==> config.mk <==
export PLATFORM = sky130hd
export DESIGN_NAME = flex_counter_bank
export DESIGN_NICKNAME = d
export VERILOG_FILES = /design/src/rtl/flex_counter_pkg.sv /design/src/rtl/flex_counter_ch.sv /design/src/rtl/flex_counter_bank.sv
export SDC_FILE = /design/constraint.sdc
export NUM_CORES = 1
export LEC_CHECK = 0
export CAP_MARGIN = 20
export CORE_MARGIN = 2
export CORE_UTILIZATION = 35
export CTS_CLUSTER_DIAMETER = 80
export DETAILED_ROUTE_END_ITERATION = 10
export SLEW_MARGIN = 40
export SYNTH_ARGS = -nofsm -noshare
export SYNTH_HDL_FRONTEND = slang
export SYNTH_SLANG_ARGS = --single-unit
==> constraint.sdc <==
create_clock -name clk -period 5.7 [get_ports clk]
set_input_delay 1.14 -clock clk [delete_from_list [all_inputs] [get_ports clk]]
set_output_delay 1.14 -clock clk [all_outputs]
set_load 0.02 [all_outputs]
==> src/rtl/flex_counter_pkg.sv <==
// flex_counter_pkg: shared direction and mode types for the flex counter bank.
package flex_counter_pkg;
    typedef enum logic {CNT_UP = 1'b0, CNT_DOWN = 1'b1} cnt_dir_t;
    typedef enum logic {CNT_WRAP = 1'b0, CNT_ONESHOT = 1'b1} cnt_mode_t;
endpackage

==> src/rtl/flex_counter_ch.sv <==
// flex_counter_ch: one counter channel with up/down, wrap/one-shot, load and sticky event.
module flex_counter_ch
    import flex_counter_pkg::*;
#(
    parameter int NUM_CNT_BITS = 4
) (
    input  logic                    clk,
    input  logic                    rst,
    input  logic                    clear,
    input  logic                    load,
    input  logic [NUM_CNT_BITS-1:0] load_val,
    input  logic                    count_enable,
    input  cnt_dir_t                dir,
    input  cnt_mode_t               mode,
    input  logic [NUM_CNT_BITS-1:0] rollover_val,
    input  logic                    evt_clr,
    output logic [NUM_CNT_BITS-1:0] count_out,
    output logic                    rollover_flag,
    output logic                    evt_pend,
    output logic                    next_pend
);
    localparam int W = NUM_CNT_BITS;
    logic [W-1:0] step, next_count, terminal;
    logic         next_flag;
    always_comb begin
        step = count_out;
        // a zero rollover value parks the channel regardless of direction
        if (rollover_val != '0)
            step = (dir == CNT_UP)
                 ? ((count_out < rollover_val) ? count_out + W'(1) : ((mode == CNT_WRAP) ? W'(1) : count_out))
                 : ((count_out > W'(1)) ? count_out - W'(1) : ((mode == CNT_WRAP) ? rollover_val : count_out));
        next_count = clear ? '0 : load ? load_val : count_enable ? step : count_out;
        terminal   = (dir == CNT_DOWN) ? W'(1) : rollover_val;
        next_flag  = (next_count == terminal) && (rollover_val != '0);
        next_pend  = (next_flag & ~rollover_flag) | (evt_pend & ~evt_clr);
    end
    always_ff @(posedge clk or posedge rst) begin
        if (rst) begin
            count_out     <= '0;
            rollover_flag <= 1'b0;
            evt_pend      <= 1'b0;
        end else begin
            count_out     <= next_count;
            rollover_flag <= next_flag;
            evt_pend      <= next_pend;
        end
    end
endmodule

==> src/rtl/flex_counter_bank.sv <==
// flex_counter_bank: NUM_CH independent flex counter channels with an aggregated interrupt.
module flex_counter_bank
    import flex_counter_pkg::*;
#(
    parameter int NUM_CNT_BITS = 4,
    parameter int NUM_CH       = 2
) (
    input  logic                           clk,
    input  logic                           rst,
    input  logic [NUM_CH-1:0]              clear,
    input  logic [NUM_CH-1:0]              load,
    input  logic [NUM_CH*NUM_CNT_BITS-1:0] load_val,
    input  logic [NUM_CH-1:0]              count_enable,
    input  logic [NUM_CH-1:0]              dir,
    input  logic [NUM_CH-1:0]              mode,
    input  logic [NUM_CH*NUM_CNT_BITS-1:0] rollover_val,
    input  logic [NUM_CH-1:0]              evt_clr,
    output logic [NUM_CH*NUM_CNT_BITS-1:0] count_out,
    output logic [NUM_CH-1:0]              rollover_flag,
    output logic [NUM_CH-1:0]              evt_pend,
    output logic                           irq
);
    localparam int W = NUM_CNT_BITS;
    logic [NUM_CH-1:0] next_pend;
    for (genvar i = 0; i < NUM_CH; i++) begin : g_ch
        flex_counter_ch #(.NUM_CNT_BITS(W)) u_ch (
            .clk          (clk),
            .rst          (rst),
            .clear        (clear[i]),
            .load         (load[i]),
            .load_val     (load_val[i*W +: W]),
            .count_enable (count_enable[i]),
            .dir          (cnt_dir_t'(dir[i])),
            .mode         (cnt_mode_t'(mode[i])),
            .rollover_val (rollover_val[i*W +: W]),
            .evt_clr      (evt_clr[i]),
            .count_out    (count_out[i*W +: W]),
            .rollover_flag(rollover_flag[i]),
            .evt_pend     (evt_pend[i]),
            .next_pend    (next_pend[i])
        );
    end
    // irq follows next pend state so it lines up with evt_pend
    always_ff @(posedge clk or posedge rst) begin
        if (rst) irq <= 1'b0;
        else     irq <= |next_pend;
    end
endmodule

Word-level counts from Yosys, hierarchy flattened:

Index checks and enable logic that the tools add are counted.

* logic and storage cells: 52
* bits in registers: 13
* input bits: 30

* magnitude comparators: 4
* eq/ne operators: 2
* $add $sub $neg: 4
* mux-type cells: 20
* reduce and logical (&&, ||, !) cells: 5
* bitwise gates (word level): 10

Operators with widths (number)
* two-way mux 4 bit: 20
* adder 4 x 1 -> 4 bit (second input constant): 2
* == test 4 bit: 2
* > comparator 4 x 1 -> 1 bit (second input constant): 2
* < comparator 4 bit: 2
* nonzero test 4 bit: 2
* subtractor 4 x 1 -> 4 bit (second input constant): 2
* bitwise AND 1 bit: 4
* inverter 1 bit: 4
* logical AND 1 bit: 2
* OR 1 bit: 2
* OR reduction 2 bit: 1

Logic depth before layout (Yosys ltp):

* word-level depth: 12
* gate-level depth with buffers: 11
* mapped depth without buffers: 10

By module:

From an unflattened synthesis, not the netlist that was laid out.

* cell total of the unflattened synthesis: 245
* area, all modules: 1826.8 µm²

By module, submodules not included
* flex_counter_ch: cells an instance 121, area an instance 895.9 µm², instances 2
* flex_counter_bank: cells an instance 3, area an instance 35.0 µm², instances 1

Least setup slack after synthesis:

No wires, ideal clock.

* path kind: input to register
* from: input rollover_val[3]
* to: register irq
* buffers on the path: 0
* stages: 10
* data arrival time: 2944 ps
* path slack: 2676 ps
* setup time: 80 ps
* data required time: 5620 ps
* path through: inv_1 ha_1 o211ai_1 and4_1 o41ai_2 nand3_1 xnor2_1 o211ai_2 o2111ai_2 o211ai_2

* cells in the longest elaborated chain, start to end: 12

RTL lines
* from (decl): RTL line flex_counter_bank.sv:16 `input logic [NUM_CH*NUM_CNT_BITS-1:0] rollover_val,`
* < comparator 4 bit or two-way mux 4 bit (tied branches): RTL line flex_counter_ch.sv:30, flex_counter_ch.sv:31
* two-way mux 4 bit, on equally long branches: RTL line flex_counter_ch.sv:30, flex_counter_ch.sv:31
* two-way mux 4 bit: RTL line flex_counter_ch.sv:30 `? ((count_out < rollover_val) ? count_out + W'(1) : ((mode == CNT_WRAP) ? W'(1) : count_out))`
* two-way mux 4 bit: RTL line flex_counter_ch.sv:28 `if (rollover_val != '0)`
* two-way mux 4 bit (3 in a row): RTL line flex_counter_ch.sv:32 `next_count = clear ? '0 : load ? load_val : count_enable ? step : count_out;`
* == test 4 bit: RTL line flex_counter_ch.sv:34 `next_flag = (next_count == terminal) && (rollover_val != '0);`
* logical AND 1 bit (*): RTL line flex_counter_ch.sv:34
* bitwise AND 1 bit (*): RTL line flex_counter_ch.sv:35 `next_pend = (next_flag & ~rollover_flag) | (evt_pend & ~evt_clr);`
* OR 1 bit (*): RTL line flex_counter_ch.sv:35
* OR reduction 2 bit (*): RTL line flex_counter_bank.sv:46 `else irq <= |next_pend;`
* to (signal assigned): RTL line flex_counter_bank.sv:46
* to (decl): RTL line flex_counter_bank.sv:21 `output logic irq`

Mark *: on every way between the ends. The rest lies on a longest branch, timed or not.

Final worst setup path:

* from: input rollover_val[6]
* to: register irq

Same word-level chain as after synthesis.

==> impl_metrics.csv <==
group,metric,value,unit
synth,ys_seq_area_share,16.6,%
global_routing,grt_pass1_wl,9.05,mm
setup_path,crit_path_start_kind,"input pin",
setup_path,cp_max_fo,5,
clock_tree,clock_path_buffers,2,
power_and_ir_drop,irDropWorstVdd,0.0863,mV
placement,gp_congestion,0.921,
sta,setup_tns,0,ns
routing,dr.pass1.iters,5,
power_and_ir_drop,leakage,1.06,nW
clock_tree,htreeDepth,1,
clock_tree,root_buffer,"clkbuf_8",
synth,ys_top_cells_by_area,"dfrtp_1 17%, ha_1 7.7%, inv_1 5.4%",
synth,syn_area_per_cell,8.14,µm²
sta,skew,0.00273,ns
sta,min_period,3.91,ns
hold_path,hold_path_class,"reg -> reg",
sta,tightest_slew,0.578,ns
setup_path,cpPeakStageDelay,0.67,ns
routing,num_vias,1999,
placement,placed_area,2370,µm²
power_and_ir_drop,internal_power,0.244,mW
sta,post-route-period-util,68.5,%
flow_run,max_cap_viol_count,0,
setup_path,critPathKind,"in -> reg",
global_routing,grt_pass1_vias,1916,
hold_path,hold_path.startpoint,"g_ch[0].u_ch.rollover_flag",
sta,timing.fmax,256,MHz
power_and_ir_drop,switching_share,39.6,%
clock_tree,ctsResizeCount,0,
synth,synth_edf_count,0,
sta,rsz0062_at_grt,"false",
setup_path,worstPathArrival,4.01,ns
routing,viasPerCell,5.78,
global_routing,grt_max_degree,17,
setup_path,reg2reg_depth,9,
layout,final_cell_area,2420,µm²
layout,fin_util,44.2,%
sta,max_slew_margin,61.4,%
setup_path,r2r_setup_slack,2.88,ns
power_and_ir_drop,combinationalPowerShare,50.1,%
synth,async_flop_share,100,%
synth,yosysWarningCount,0,
floorplan,die_h,78.8,µm
clock_tree,hold_buffers,0,
routing,postRouteAntennaNets,0,
layout,syn2layout_area_growth,23.5,%
synth,yosysTopAreaCell,"dfrtp_1",
layout,n_antenna_cell,0,
floorplan,pin_count,43,
clock_tree,cts_setup_buffers,0,
layout,fin_nets,317,
floorplan,design.die.area,6220,µm²
sta,maxSlewViolCount,0,
placement,dp_hpwl,4.04,mm
power_and_ir_drop,p_per_area,167,nW/µm²
power_and_ir_drop,power_frac_seq,30.4,%
layout,layout-drive-gt1-share,9.12,%
power_and_ir_drop,switchingPower,0.160,mW
synth,synthTopCellsByCount,"28 x inv_1, 18 x a21oi_1, 16 x nand2_1",
setup_path,end_kind,"flip-flop",
synth,synth_most_common_cell,"inv_1",
global_routing,antenna_found_initial,0,
routing,drt-initial-drc-count,134,
synth,synth.distinct_cells,71,
global_routing,grt_use_total,17.4,%
synth,syn_nets,283,
floorplan,num_rows,27,
setup_path,worst_ep_required_time,5.81,ns
synth,synthesis.instances,241,
clock_tree,cts_tree,"done",
sta,hold_viol,0,
floorplan,start_util,35.8,%
clock_tree,insertion_delay,0.24,ns
routing,route.met3.wl,336,µm
routing,route.layer.met1.wl,2.46,mm
setup_path,rr_endpoint,"irq",
hold_path,min_path_cells,1,
setup_path,crit_slowest_cell,"clkdlybuf4s50_1",
sta,setup_violations,0,
clock_tree,clkTransAtPathRegs,0.06,ns
routing,wl_per_cell,15.3,µm
floorplan,core_area,5470,µm²
synth,ys.flop_type,"dfrtp_1",
synth,syn_area,1960,µm²
routing,top_layer,"met4",
routing,wl_met2,2.49,mm
routing,totalWireLength,5.31,mm
clock_tree,cts.sinks,13,
clock_tree,cts_inserted_buffers,3,
synth,ys_ff_latch,13,
synth,synth_top_area_share,16.6,%
hold_path,min_to,"g_ch[0].u_ch.evt_pend",
power_and_ir_drop,p_clk_share,19.6,%
status,status,"finished clean",
placement,io_buffers,42,
global_routing,grt-ovfl-total,0,
setup_path,reg2reg_from,"g_ch[1].u_ch.count_out[2]",
setup_path,cp_cell_sequence,"clkdlybuf4s50_1 -> inv_1 -> ha_1 -> o21ai_0 -> nor2b_1 -> nor4_1 -> o311ai_1 -> mux2i_1 -> nor2_1 -> a32oi_1 -> o211ai_2",
floorplan,fp.dieW,78.8,µm
routing,drc,0,
==> metal layers <==
| metal | GRT usage, % | vias up |
|---|---|---|
| li1 | - | 982 |
| met1 | 25.1 | 935 |
| met2 | 29.0 | 78 |
| met3 | 1.36 | 4 |
| met4 | 2.59 | 0 |
| met5 | 0 | - |
==> cells by family (layout without fill, tap and decap cells) <==
logic type	count (synthesis)	in the layout	synth area share (%)
DFF	13	13	16.6
xor gates and xnor gates	4	4	1.79
and+or+nand+nor	86	86	26.2
AOI/OAI and AO/OA	77	77	33.2
buffers and inverters	41	74	10.3
muxes	8	8	4.28
adders and majority gates	12	12	7.66
==> flip-flops by register name, summed over array words and instances, names as in the netlist <==
register,count
g_ch.u_ch.count_out,8
g_ch.u_ch.evt_pend,2
g_ch.u_ch.rollover_flag,2
irq,1
==> power by group through the flow <==
stage | Sequential, mW | Clock, mW | Combinational (mW)
final | 0.123 | 0.0792 | 0.203
after CTS | 0.123 | 0.0818 | 0.202
after detailed placement | 0.124 | 0 | 0.202
after floorplan | 0.122 | 0 | 0.134
after global routing | 0.125 | 0.0874 | 0.225
after global placement | 0.125 | 0 | 0.201
==> critical path, delay by kind of cell <==
| kind | cells | cell delay, ns |
|---|---|---|
| buffers and inverters | 2 | 0.75 |
| adders and majority gates | 1 | 0.29 |
| AOI/OAI and AO/OA | 4 | 1.08 |
| muxes | 1 | 0.31 |
| and+or+nand+nor | 3 | 0.43 |
==> through the flow <==
step / cells / power, mW / hold slack (ns) / worst slack, ns
final: 346 / 0.405 / 0.496 / 1.79
after global routing: 346 / 0.437 / 0.517 / 1.44
after CTS: 346 / 0.407 / 0.496 / 1.76
after detailed placement: 342 / 0.326 / 0.495 / 1.52
after global placement: 342 / 0.326 / 0.490 / 1.58
after floorplan: 241 / 0.256 / 0.466 / 2.68
==> worst max path at each step <==
stage | startpoint | to | slack (ns) | depth (start not counted)
floorplan | rollover_val[3] | irq | 2.68 | 10
global placement | rollover_val[6] | irq | 1.58 | 11
detailed placement | rollover_val[6] | irq | 1.52 | 11
CTS | rollover_val[6] | irq | 1.76 | 11
global route | rollover_val[6] | irq | 1.44 | 11
finish | rollover_val[6] | irq | 1.79 | 11
==> cells in the final DEF (no fill, tap or decap), types with 4 or more instances in the layout <==
cell | synthesis | layout
and4_1 | 4 | 4
dfrtp_1 | 13 | 13
o211a_1 | 4 | 4
nand2b_1 | 5 | 5
ha_1 | 12 | 12
clkdlybuf4s50_1 | 0 | 42
nor3_1 | 9 | 9
mux2i_1 | 5 | 5
inv_1 | 28 | 28
nor2_1 | 12 | 12
nor3b_1 | 4 | 4
nor2b_1 | 6 | 6
o21ai_0 | 6 | 6
nor4_1 | 7 | 7
nand2_1 | 16 | 16
a21oi_1 | 18 | 18
==> final cells by class <==
cell class / instances / area [µm²]
fill: 558 / 3050
clock inverter: 1 / 5.00
timing repair buffer: 42 / 420
tap: 72 / 90.1
multi-input combinational: 187 / 1430
clock buffer: 3 / 41.3
inverter: 28 / 105
sequential: 13 / 325
Power figures use the tool's default switching activity.
